**config.mk**
```make
export PLATFORM = sky130hd
export DESIGN_NAME = trace_collector_flat
export DESIGN_NICKNAME = d
export VERILOG_FILES = /design/src/rtl/trace_collector_pkg.sv /design/src/rtl/trace_collector_if.sv /design/src/rtl/trace_fifo.sv /design/src/rtl/trace_collector.sv /design/src/flat_wrapper.sv
export SDC_FILE = /design/constraint.sdc
export NUM_CORES = 2
export LEC_CHECK = 0
export ABC_AREA = 1
export CAP_MARGIN = 20
export CORE_MARGIN = 5
export CORE_UTILIZATION = 40
export DETAILED_ROUTE_END_ITERATION = 10
export PLACE_DENSITY_LB_ADDON = 0.2
export SLEW_MARGIN = 25
export SYNTH_ARGS = -nofsm -noshare
export SYNTH_HDL_FRONTEND = slang
export SYNTH_SLANG_ARGS = --single-unit
```
**constraint.sdc**
```tcl
create_clock -name clk -period 8.45 [get_ports clk]
set_input_delay 1.69 -clock clk [delete_from_list [all_inputs] [get_ports clk]]
set_output_delay 1.69 -clock clk [all_outputs]
set_load 0.01 [all_outputs]
```
**src/rtl/trace_collector_pkg.sv**
```systemverilog
// trace_collector_pkg
//   Shared types and constants for the trace collector slice.
//   trace_item_t is the 128-bit item as seen on the stream port:
//   [127:112] lost_cnt, [111:96] skip_cnt, [95:64] instr, [63:0] pc.
package trace_collector_pkg;
   localparam int RISC_V_INSTRUCTION_WIDTH = 32;
   localparam int PC_WIDTH                 = 64;
   localparam int CNT_FIELD_WIDTH          = 16;
   localparam int TRACE_ITEM_WIDTH         = 128;

   typedef struct packed {
      logic [CNT_FIELD_WIDTH-1:0]          lost_cnt;
      logic [CNT_FIELD_WIDTH-1:0]          skip_cnt;
      logic [RISC_V_INSTRUCTION_WIDTH-1:0] instr;
      logic [PC_WIDTH-1:0]                 pc;
   } trace_item_t;
endpackage

```
**src/rtl/trace_collector_if.sv**
```systemverilog
// trace_collector_if
//   AXI-Stream-style item channel towards the host DMA.
//   master: drives tdata/tvalid/tlast, samples tready.
//   slave : the reverse.
interface trace_collector_if;
   import trace_collector_pkg::*;

   logic [TRACE_ITEM_WIDTH-1:0] tdata;
   logic                        tvalid;
   logic                        tready;
   logic                        tlast;

   modport master (output tdata, output tvalid, output tlast, input tready);
   modport slave  (input tdata, input tvalid, input tlast, output tready);
endinterface

```
**src/rtl/trace_fifo.sv**
```systemverilog
// trace_fifo
//   Synchronous show-ahead FIFO: rdata always presents the head entry.
//   Ports: clk, rst_n (sync, active low), push/wdata, pop/rdata,
//          full, empty, count (0..DEPTH).
//   The caller qualifies push/pop; push while full is legal only together
//   with a pop, since the write lands on the slot being vacated.
module trace_fifo #(
   parameter int WIDTH = 128,
   parameter int DEPTH = 16,
   localparam int AW   = $clog2(DEPTH)
) (
   input  logic             clk,
   input  logic             rst_n,
   input  logic             push,
   input  logic [WIDTH-1:0] wdata,
   input  logic             pop,
   output logic [WIDTH-1:0] rdata,
   output logic             full,
   output logic             empty,
   output logic [AW:0]      count
);
   localparam logic [AW:0] DEPTH_CNT = (AW+1)'(DEPTH);

   logic [WIDTH-1:0] mem [DEPTH];
   logic [AW-1:0]    wr_ptr;
   logic [AW-1:0]    rd_ptr;

   always_ff @(posedge clk) begin
      if (!rst_n) begin
         wr_ptr <= '0;
         rd_ptr <= '0;
         count  <= '0;
      end else begin
         if (push) wr_ptr <= wr_ptr + 1'b1;
         if (pop)  rd_ptr <= rd_ptr + 1'b1;
         count <= count + (AW+1)'(push) - (AW+1)'(pop);
      end
   end

   always_ff @(posedge clk) begin
      if (push) mem[wr_ptr] <= wdata;
   end

   assign rdata = mem[rd_ptr];
   assign full  = (count == DEPTH_CNT);
   assign empty = (count == '0);
endmodule

```
**src/rtl/trace_collector.sv**
```systemverilog
// trace_collector
//   Consumer end of the trace filter. Kept {pc, instr} events become
//   128-bit items (with the skip/lost counters captured before the event's
//   own update), are buffered in a show-ahead FIFO and leave on a stream
//   port with tlast framing every PACKET_ITEMS items or on flush.
//   Ports: clk, rst_n (sync, active low); pc_valid/pc/instr/drop_instr
//          event input; flush pulse; m (stream master); fifo_full status;
//          lost_total (wrapping count of events lost to a full FIFO).
module trace_collector import trace_collector_pkg::*; #(
   parameter int FIFO_DEPTH     = 16,
   parameter int PACKET_ITEMS   = 8,
   parameter int SKIP_CNT_WIDTH = 16
) (
   input  logic                                clk,
   input  logic                                rst_n,
   input  logic                                pc_valid,
   input  logic [PC_WIDTH-1:0]                 pc,
   input  logic [RISC_V_INSTRUCTION_WIDTH-1:0] instr,
   input  logic                                drop_instr,
   input  logic                                flush,
   trace_collector_if.master                   m,
   output logic                                fifo_full,
   output logic [31:0]                         lost_total
);
   localparam int AW = $clog2(FIFO_DEPTH);
   localparam int PW = (PACKET_ITEMS > 1) ? $clog2(PACKET_ITEMS) : 1;
   localparam logic [PW-1:0]             PKT_LAST = PW'(PACKET_ITEMS - 1);
   localparam logic [SKIP_CNT_WIDTH-1:0] CNT_MAX  = '1;
   localparam logic [AW:0]               CNT_ONE  = (AW+1)'(1);

   logic [SKIP_CNT_WIDTH-1:0] skip_cnt;
   logic [SKIP_CNT_WIDTH-1:0] lost_cnt;
   logic [PW-1:0]             pkt_cnt;
   logic                      flush_pending;

   logic        push_req, push_ok, pop, tlast;
   logic        empty, full, remains;
   logic [AW:0] count;
   trace_item_t item_in;
   trace_item_t item_out;

   assign push_req = pc_valid && !drop_instr;
   assign pop      = !empty && m.tready;
   // A full FIFO still takes the event if the head leaves this cycle.
   assign push_ok  = push_req && (!full || pop);

   assign item_in.lost_cnt = CNT_FIELD_WIDTH'(lost_cnt);
   assign item_in.skip_cnt = CNT_FIELD_WIDTH'(skip_cnt);
   assign item_in.instr    = instr;
   assign item_in.pc       = pc;

   trace_fifo #(.WIDTH(TRACE_ITEM_WIDTH), .DEPTH(FIFO_DEPTH)) u_fifo (
      .clk   (clk),
      .rst_n (rst_n),
      .push  (push_ok),
      .wdata (item_in),
      .pop   (pop),
      .rdata (item_out),
      .full  (full),
      .empty (empty),
      .count (count)
   );

   // Flush closes the frame on the last buffered item, but only while no
   // new item is arriving behind it; otherwise tlast moves to the newcomer.
   always_comb begin
      tlast = 1'b0;
      if (!empty)
         tlast = (pkt_cnt == PKT_LAST) ||
                 (flush_pending && count == CNT_ONE && !push_ok);
   end

   // Something will still be buffered after this edge; a flush with nothing
   // left to frame is dropped so flush_pending never waits on an empty FIFO.
   assign remains = push_ok || (count > (AW+1)'(pop));

   assign m.tvalid  = !empty;
   assign m.tdata   = item_out;
   assign m.tlast   = tlast;
   assign fifo_full = full;

   always_ff @(posedge clk) begin
      if (!rst_n) begin
         skip_cnt      <= '0;
         lost_cnt      <= '0;
         lost_total    <= '0;
         pkt_cnt       <= '0;
         flush_pending <= 1'b0;
      end else begin
         if (pc_valid) begin
            if (drop_instr) begin
               if (skip_cnt != CNT_MAX) skip_cnt <= skip_cnt + 1'b1;
            end else if (push_ok) begin
               skip_cnt <= '0;
               lost_cnt <= '0;
            end else begin
               if (lost_cnt != CNT_MAX) lost_cnt <= lost_cnt + 1'b1;
               lost_total <= lost_total + 32'd1;
            end
         end

         if (pop) pkt_cnt <= tlast ? '0 : pkt_cnt + 1'b1;

         if (pop && tlast)
            flush_pending <= 1'b0;
         if (flush && !flush_pending && remains)
            flush_pending <= 1'b1;
      end
   end
endmodule
```
**src/flat_wrapper.sv**
```systemverilog
// flat-port wrapper written by rule: the top's interface ports become plain ports
module trace_collector_flat import trace_collector_pkg::*;
#(
   parameter int FIFO_DEPTH     = 16,
   parameter int PACKET_ITEMS   = 8,
   parameter int SKIP_CNT_WIDTH = 16
)
  (clk, rst_n, pc_valid, pc, instr, drop_instr, flush, fifo_full, lost_total, m_tdata, m_tvalid, m_tlast, m_tready);
  trace_collector_if m_i ();
  input  logic clk;
  input  logic rst_n;
  input  logic pc_valid;
  input  logic [PC_WIDTH-1:0] pc;
  input  logic [RISC_V_INSTRUCTION_WIDTH-1:0] instr;
  input  logic drop_instr;
  input  logic flush;
  output logic fifo_full;
  output logic [31:0] lost_total;
  output wire logic [$bits(m_i.tdata)-1:0] m_tdata;
  output wire logic [$bits(m_i.tvalid)-1:0] m_tvalid;
  output wire logic [$bits(m_i.tlast)-1:0] m_tlast;
  input wire logic [$bits(m_i.tready)-1:0] m_tready;
  assign m_tdata = m_i.tdata;
  assign m_tvalid = m_i.tvalid;
  assign m_tlast = m_i.tlast;
  assign m_i.tready = m_tready;
  trace_collector #(.FIFO_DEPTH(FIFO_DEPTH), .PACKET_ITEMS(PACKET_ITEMS), .SKIP_CNT_WIDTH(SKIP_CNT_WIDTH)) u_core (.clk(clk), .rst_n(rst_n), .pc_valid(pc_valid), .pc(pc), .instr(instr), .drop_instr(drop_instr), .flush(flush), .m(m_i), .fifo_full(fifo_full), .lost_total(lost_total));
endmodule
```
Word level (Yosys, flattened, before mapping):

Memories as Yosys holds them, arrays and structs flattened. A register that Yosys moved wholly into a read port is not among the register bits.
Index checks and enable logic that the tools add are counted.

* $add $sub $neg: 8
* order comparisons: 1
* equality and inequality tests: 6
* mux-type cells: 13
* bitwise gates (word level): 2
* reduce and logical (&&, ||, !) cells: 23

Operators by type and width (number)
* 16-bit two-way mux: 5
* 16-bit by 1-bit adder with 16-bit output, second input constant: 2
* 32-bit by 1-bit adder with 32-bit output, second input constant: 1
* 16-bit inequality test, second input constant: 2
* 3-bit AND reduction: 3
* 4-bit by 1-bit adder with 4-bit output, second input constant: 2
* 1-bit logical AND: 8
* 4-bit two-way mux: 2
* 2-bit nonzero test: 3
* 5-bit by 1-bit adder with 5-bit output: 1
* 5-bit by 1-bit equality test with 1-bit output, second input constant: 1
* 5-bit equality test, second input constant: 1
* 5-bit by 1-bit > comparator with 1-bit output: 1
* 1-bit zero test: 5
* 5-bit zero test: 1
* 1-bit two-way mux: 5
* 5-bit by 1-bit subtractor with 5-bit output: 1
* 3-bit by 1-bit adder with 3-bit output, second input constant: 1
* 3-bit equality test, second input constant: 1
* 1-bit logical OR: 3
* 3-bit two-way mux: 1
* 2-bit by 1-bit inequality test with 1-bit output, second input constant: 1
* 1-bit NOT: 2

* flip-flop bits (word level): 81
* RAM bits: 2048
* input bits: 102
* output and inout port bits: 163
* memories kept: 1

Memory list
* u_core.u_fifo.mem: depth 16, width 128, read ports 1, clocked after Yosys merged registers in 1, wr ports 1, line trace_fifo.sv:24 `logic [WIDTH-1:0] mem [DEPTH];`

Depth between registers and ports, before layout:

* depth in word-level cells: 12
* depth in mapped cells: 17

Cells and area by module:

Synthesis repeated with hierarchy kept, for this count alone.

* cell total of the unflattened synthesis: 8231
* area total of the unflattened synthesis: 89110.5 um^2

By module, submodules not included
* trace_fifo: instances 1, cells an instance 7571, area each 84974.0 um^2, seq. area each 61839.3 um^2
* trace_collector: instances 1, cells an instance 660, area each 4136.5 um^2, seq. area each 1361.3 um^2

Worst setup path after synthesis:

Ideal clock, no wire load.

* kind: input-to-reg
* start: input port pc_valid
* end: memory u_core.u_fifo.mem[11][0], enable pin
* data arrival time: 7791 ps
* data required time: 7833 ps
* slack: 43 ps
* stages: 7
* buffers on the path: 1
* path through: inv_1 > nor2_4 > nand2_1 > inv_2 > buf_4 > nand3_1 > nor2_1

* longest elaborated chain between the ends: 4

Ends and longest elaborated chain
* from (decl): line flat_wrapper.sv:12 `input logic pc_valid;`
* 1-bit logical AND: line trace_collector.sv:42 `assign push_req = pc_valid && !drop_instr;`
* 1-bit logical AND: line trace_collector.sv:45 `assign push_ok = push_req && (!full || pop);`
* 1-bit two-way mux: line trace_fifo.sv:41 `if (push) mem[wr_ptr] <= wdata;`
* 1-bit two-way mux (implied by the code): line trace_fifo.sv:41
* to (decl): line trace_fifo.sv:24

No other way between the ends.

==> results by stage <==
Power and ir drop:
- The peak supply drop is 0.224 mV.
- The leakage power summed over all cells is 30.6 nW.
- The share of total power dissipated in the clock network is 34.9%.
- The power per unit of standard cell area is 274 mW/mm^2.
- The analysis attributes to net switching a power of 7.70 mW.
- The share of total power consumed by net switching is 29.2%.
- The cell-internal power is 18.7 mW.
- The sequential fraction of design power is approximately 45%.
- Combinational logic is responsible for 20.5% of the overall power.

Die:
- The I/O pin count is 265.
- The initial utilization of the core area, before any placement, comes to 40.2%.
- The floorplan step defined a die boundary enclosing ~0.22 mm^2.
- The core region is 0.210 mm^2.
- Measured along the y axis, the die boundary spans 469 um.
- The cell row count is 168.
- The horizontal die dimension is 469 um.

Worst hold path:
- Along the worst hold path, the cell count comes to 1.
- The worst hold path startpoint is u_core.u_fifo.rd_ptr[2].
- The class of the tightest hold or removal check is flip-flop to flip-flop.

Clock network:
- The number of buffers inserted for hold repair after clock tree synthesis is 0.
- The number of H-tree levels is 4.
- The clock net in this run drives a total of 2133 sinks.
- Once the clock tree was built, the setup fixing pass inserted 0 buffers.
- TritonCTS built the clock tree.
- The clock passes through at most 3 buffers.
- The library cell used as clock root buffer is clkbuf_16.
- Clock-pin slew was measured on the worst setup and hold paths at ~0.060 ns.
- The clock latency reported for the late side of the worst-skew pair is 0.86 ns.
- The quantity of gates resized following cts is 0.
- The number of clock buffers inserted by TritonCTS is 215.

Setup path:
- The longest individual stage delay on the worst path is 0.80 ns.
- The critical path's most frequent cell is nand2_1.
- STA puts the critical path data required time at 6.76 ns.
- The signal arrival time at the worst endpoint is 5.01 ns.
- The worst setup path is launched from a flip-flop.
- The worst setup path is of the flip-flop to output port kind.
- The cell at the slowest stage of the critical path is buf_4.
- For the worst flop-to-flop path, the logic depth is 10.
- The critical register-to-register path endpoint is u_core.u_fifo.mem[5][79].
- The largest fanout on the critical path is 166.
- The cell family contributing the most delay on the critical path is buffers and inverters.
- The combined buffer and inverter count along the critical path is 3.
- STA classifies the critical path endpoint as an output port.
- The critical path goes through buf_12 -> buf_4 -> o21ai_0 -> o22ai_1 -> nand2_1 -> nand2_1 -> nand2_1 -> o21ai_1 -> clkdlybuf4s50_1.
- Across all register-to-register paths, the minimum setup slack is 4.54 ns.
- The startpoint identified for the worst register-to-register timing path is u_core.u_fifo.count[2].

Synth:
- The post-synthesis cell count is 6547.
- The average cell area after synthesis is 12.9 um^2.
- The number of nets produced by synthesis is 6669.
- Summing every instance area after synthesis gives approximately 0.084 mm^2.
- In this run, synthesis inferred 2048 flip-flops with an integrated enable.
- The async set or reset register ratio after synthesis is 0%.
- The area share of the largest cell type after synthesis is around 73%.
- The synthesized design spends more area on one cell type than any other, namely edfxtp_1.
- The most common cell in the synthesized netlist is edfxtp_1.
- Synthesis instantiated 42 different standard cells from the library.
- Sequential cells were found to cover 74.9% of the synthesized design area.
- For this run, the leading register cell type out of synthesis is edfxtp_1.
- Yosys attributes the largest share of cell area to edfxtp_1, o21ai_0, nor2_1.
- The synthesized flop and latch total is 2133.
- Counting instances in the post-synthesis netlist gives the leading cell types as edfxtp_1, nor2_1, o21ai_0.
- The Yosys warning count is 0.

Timing:
- The final hold violation count came to 0.
- The slew at the pin closest to its max-slew limit is 1.05 ns.
- The ratio of final minimum period to clock period is between 70% and 80%.
- The final setup violation count is 0.
- The final total negative setup slack is 0 ns.
- The final-report max-slew violation count is 0.
- Setup repair after global routing left no endpoint under its margin.
- The clock period could shrink to 6.70 ns.
- The largest clock skew in the final design is about 0.034 ns.
- Headroom to the max-slew limit came out at about 30%.
- Static timing analysis puts the maximum clock frequency at 149 MHz.

Drt:
- Wires add up to ~230000 um.
- Across all layers, the routed design uses roughly 53000 vias.
- After detailed routing, the number of remaining DRC violations is 0.
- The first-pass detailed-route iteration total is 5.
- In the final routed layout, each cell accounts on average for 23.6 um.
- The detail-routed via count per cell is 5.53.
- For this block, the initial DRC count from the detailed router was 4989.
- Once detail routing completed, the nets flagged for antenna violations numbered 0.

Global routing:
- The aggregate global routing overflow is 0.
- The number of global-route vias before repair is 51800.
- The number of antenna violations at the first check in global routing is 21.
- The first-pass GRT wire length is roughly 340000 um.
- The overall global routing resource usage is 20.3%.
- The largest net degree at the start of global routing is 228.

Flow run:
- The number of max-cap violations is 0.

Placed design:
- The last weighted congestion value of the routability-driven placer is 0.776.
- The cell area reported after detailed placement is 0.0895 mm^2.
- Detailed placement ended at an HPWL of 110000 um.
- The number of buffers added on ports is approximately 260.

Cells and area:
- The area added between synthesis and finish is 14.4%.
- The fraction of final layout cells sized beyond drive strength 1 is 6.18%.
- The finished layout cell area is roughly 0.096 mm^2.
- The number of nets at the end of the flow is just under 7000.
- The utilization after layout is a little under half.

Outcome:
- The flow ran to the end, and the final reports show no timing, DRC or antenna violations.
[flip-flops by register name, summed over array words and instances (netlist names), named ones only]
name                  flops
u_core.lost_total        32
u_core.u_fifo.mem      2048
u_core.lost_cnt          16
u_core.flush_pending      1
u_core.u_fifo.wr_ptr      4
u_core.skip_cnt          16
u_core.u_fifo.count       5
u_core.pkt_cnt            3
u_core.u_fifo.rd_ptr      4
[worst register-to-register path, stage by stage (launching register included)]
cell	delay (ns)
dfxtp_1	0.34
inv_1	0.09
ha_1	0.20
inv_1	0.08
nor2_2	0.05
nand4_1	0.14
nand2_1	0.36
inv_2	0.41
nand2_1	0.31
nor2_4	0.81
buf_4	0.67
[layout make-up]
type | count | area, um^2
fillers | 18800 | 113000
flip-flops and latches | 2133 | 63200
multi-input cells | 3888 | 18900
clock buffers | 266 | 5590
repair buffers | 342 | 3680
well taps | 2805 | 3510
clock inverters | 133 | 1190
inverters | 84 | 354
diodes | 7 | 17.5
[power groups by stage]
stage               sequential, mW  combinational (mW)  clock [mW]
floorplan                     11.9                3.33           0
global placement              12.0                5.42           0
detailed placement            12.0                5.47           0
CTS                           11.8                5.49        9.40
global route                  11.8                6.03        9.84
finish                        11.8                5.42        9.21
[kinds of logic after synthesis]
logic type                 share of synthesized area, %
xor gates and xnor gates                          0.177
AOI/OAI and AO/OA                                  12.5
DFF                                                74.9
and+or+nand+nor                                    9.22
adders and majority gates                         0.306
buffers and inverters                              2.82
[through the flow]
step	setup WS [ns]	std cells	hold slack, ns	power, mW
finish	1.75	9658	0.474	26.4
global route	1.51	9653	0.498	27.6
CTS	1.56	9647	0.473	26.6
detailed placement	2.22	9248	0.458	17.4
global placement	2.23	9247	0.453	17.4
floorplan	0.0426	6547	0.444	15.3
[worst max path at each step]
| stage | start | to | slack [ns] | depth (start not counted) |
|---|---|---|---|---|
| final | flip-flop | m_tdata[116] | 1.75 | 9 |
| after detailed placement | drop_instr | m_tlast | 2.22 | 6 |
| after global routing | flip-flop | m_tdata[93] | 1.51 | 7 |
| after global placement | drop_instr | m_tlast | 2.23 | 6 |
| after floorplan | pc_valid | u_core.u_fifo.mem[11][0] | 0.04 | 7 |
| after CTS | flip-flop | m_tdata[103] | 1.56 | 7 |
[routing by layer]
metal / wire length (um) / track usage (%) / vias to the layer above / part of all wire, %
met5: 42 / 0 / - / 0.018
met3: 12600 / 3.12 / 299 / 5.6
met4: 5090 / 5.09 / 8 / 2.2
met2: 108000 / 32.9 / 1504 / 47
met1: 102000 / 28.9 / 27100 / 45
li1: - / - / 24500 / -
[placed cells by master, fill, tap and decap left out, types with 18 or more instances in the layout]
cell,Yosys,final
edfxtp_1,2048,2048
nor2_1,1323,1306
o21ai_0,1106,1106
nand2_1,508,508
o22ai_1,321,321
clkdlybuf4s50_1,0,264
clkbuf_16,0,216
o221ai_1,136,136
o211ai_1,114,114
nand3_1,106,105
o21ai_1,102,102
dfxtp_1,85,81
inv_1,78,76
a21oi_1,63,63
clkinv_1,1,61
clkbuf_1,246,50
buf_4,22,44
clkinv_2,0,31
buf_12,0,30
nor2_4,3,19
ha_1,19,19
nand4_1,18,18
(Power assumes the default switching activity.)
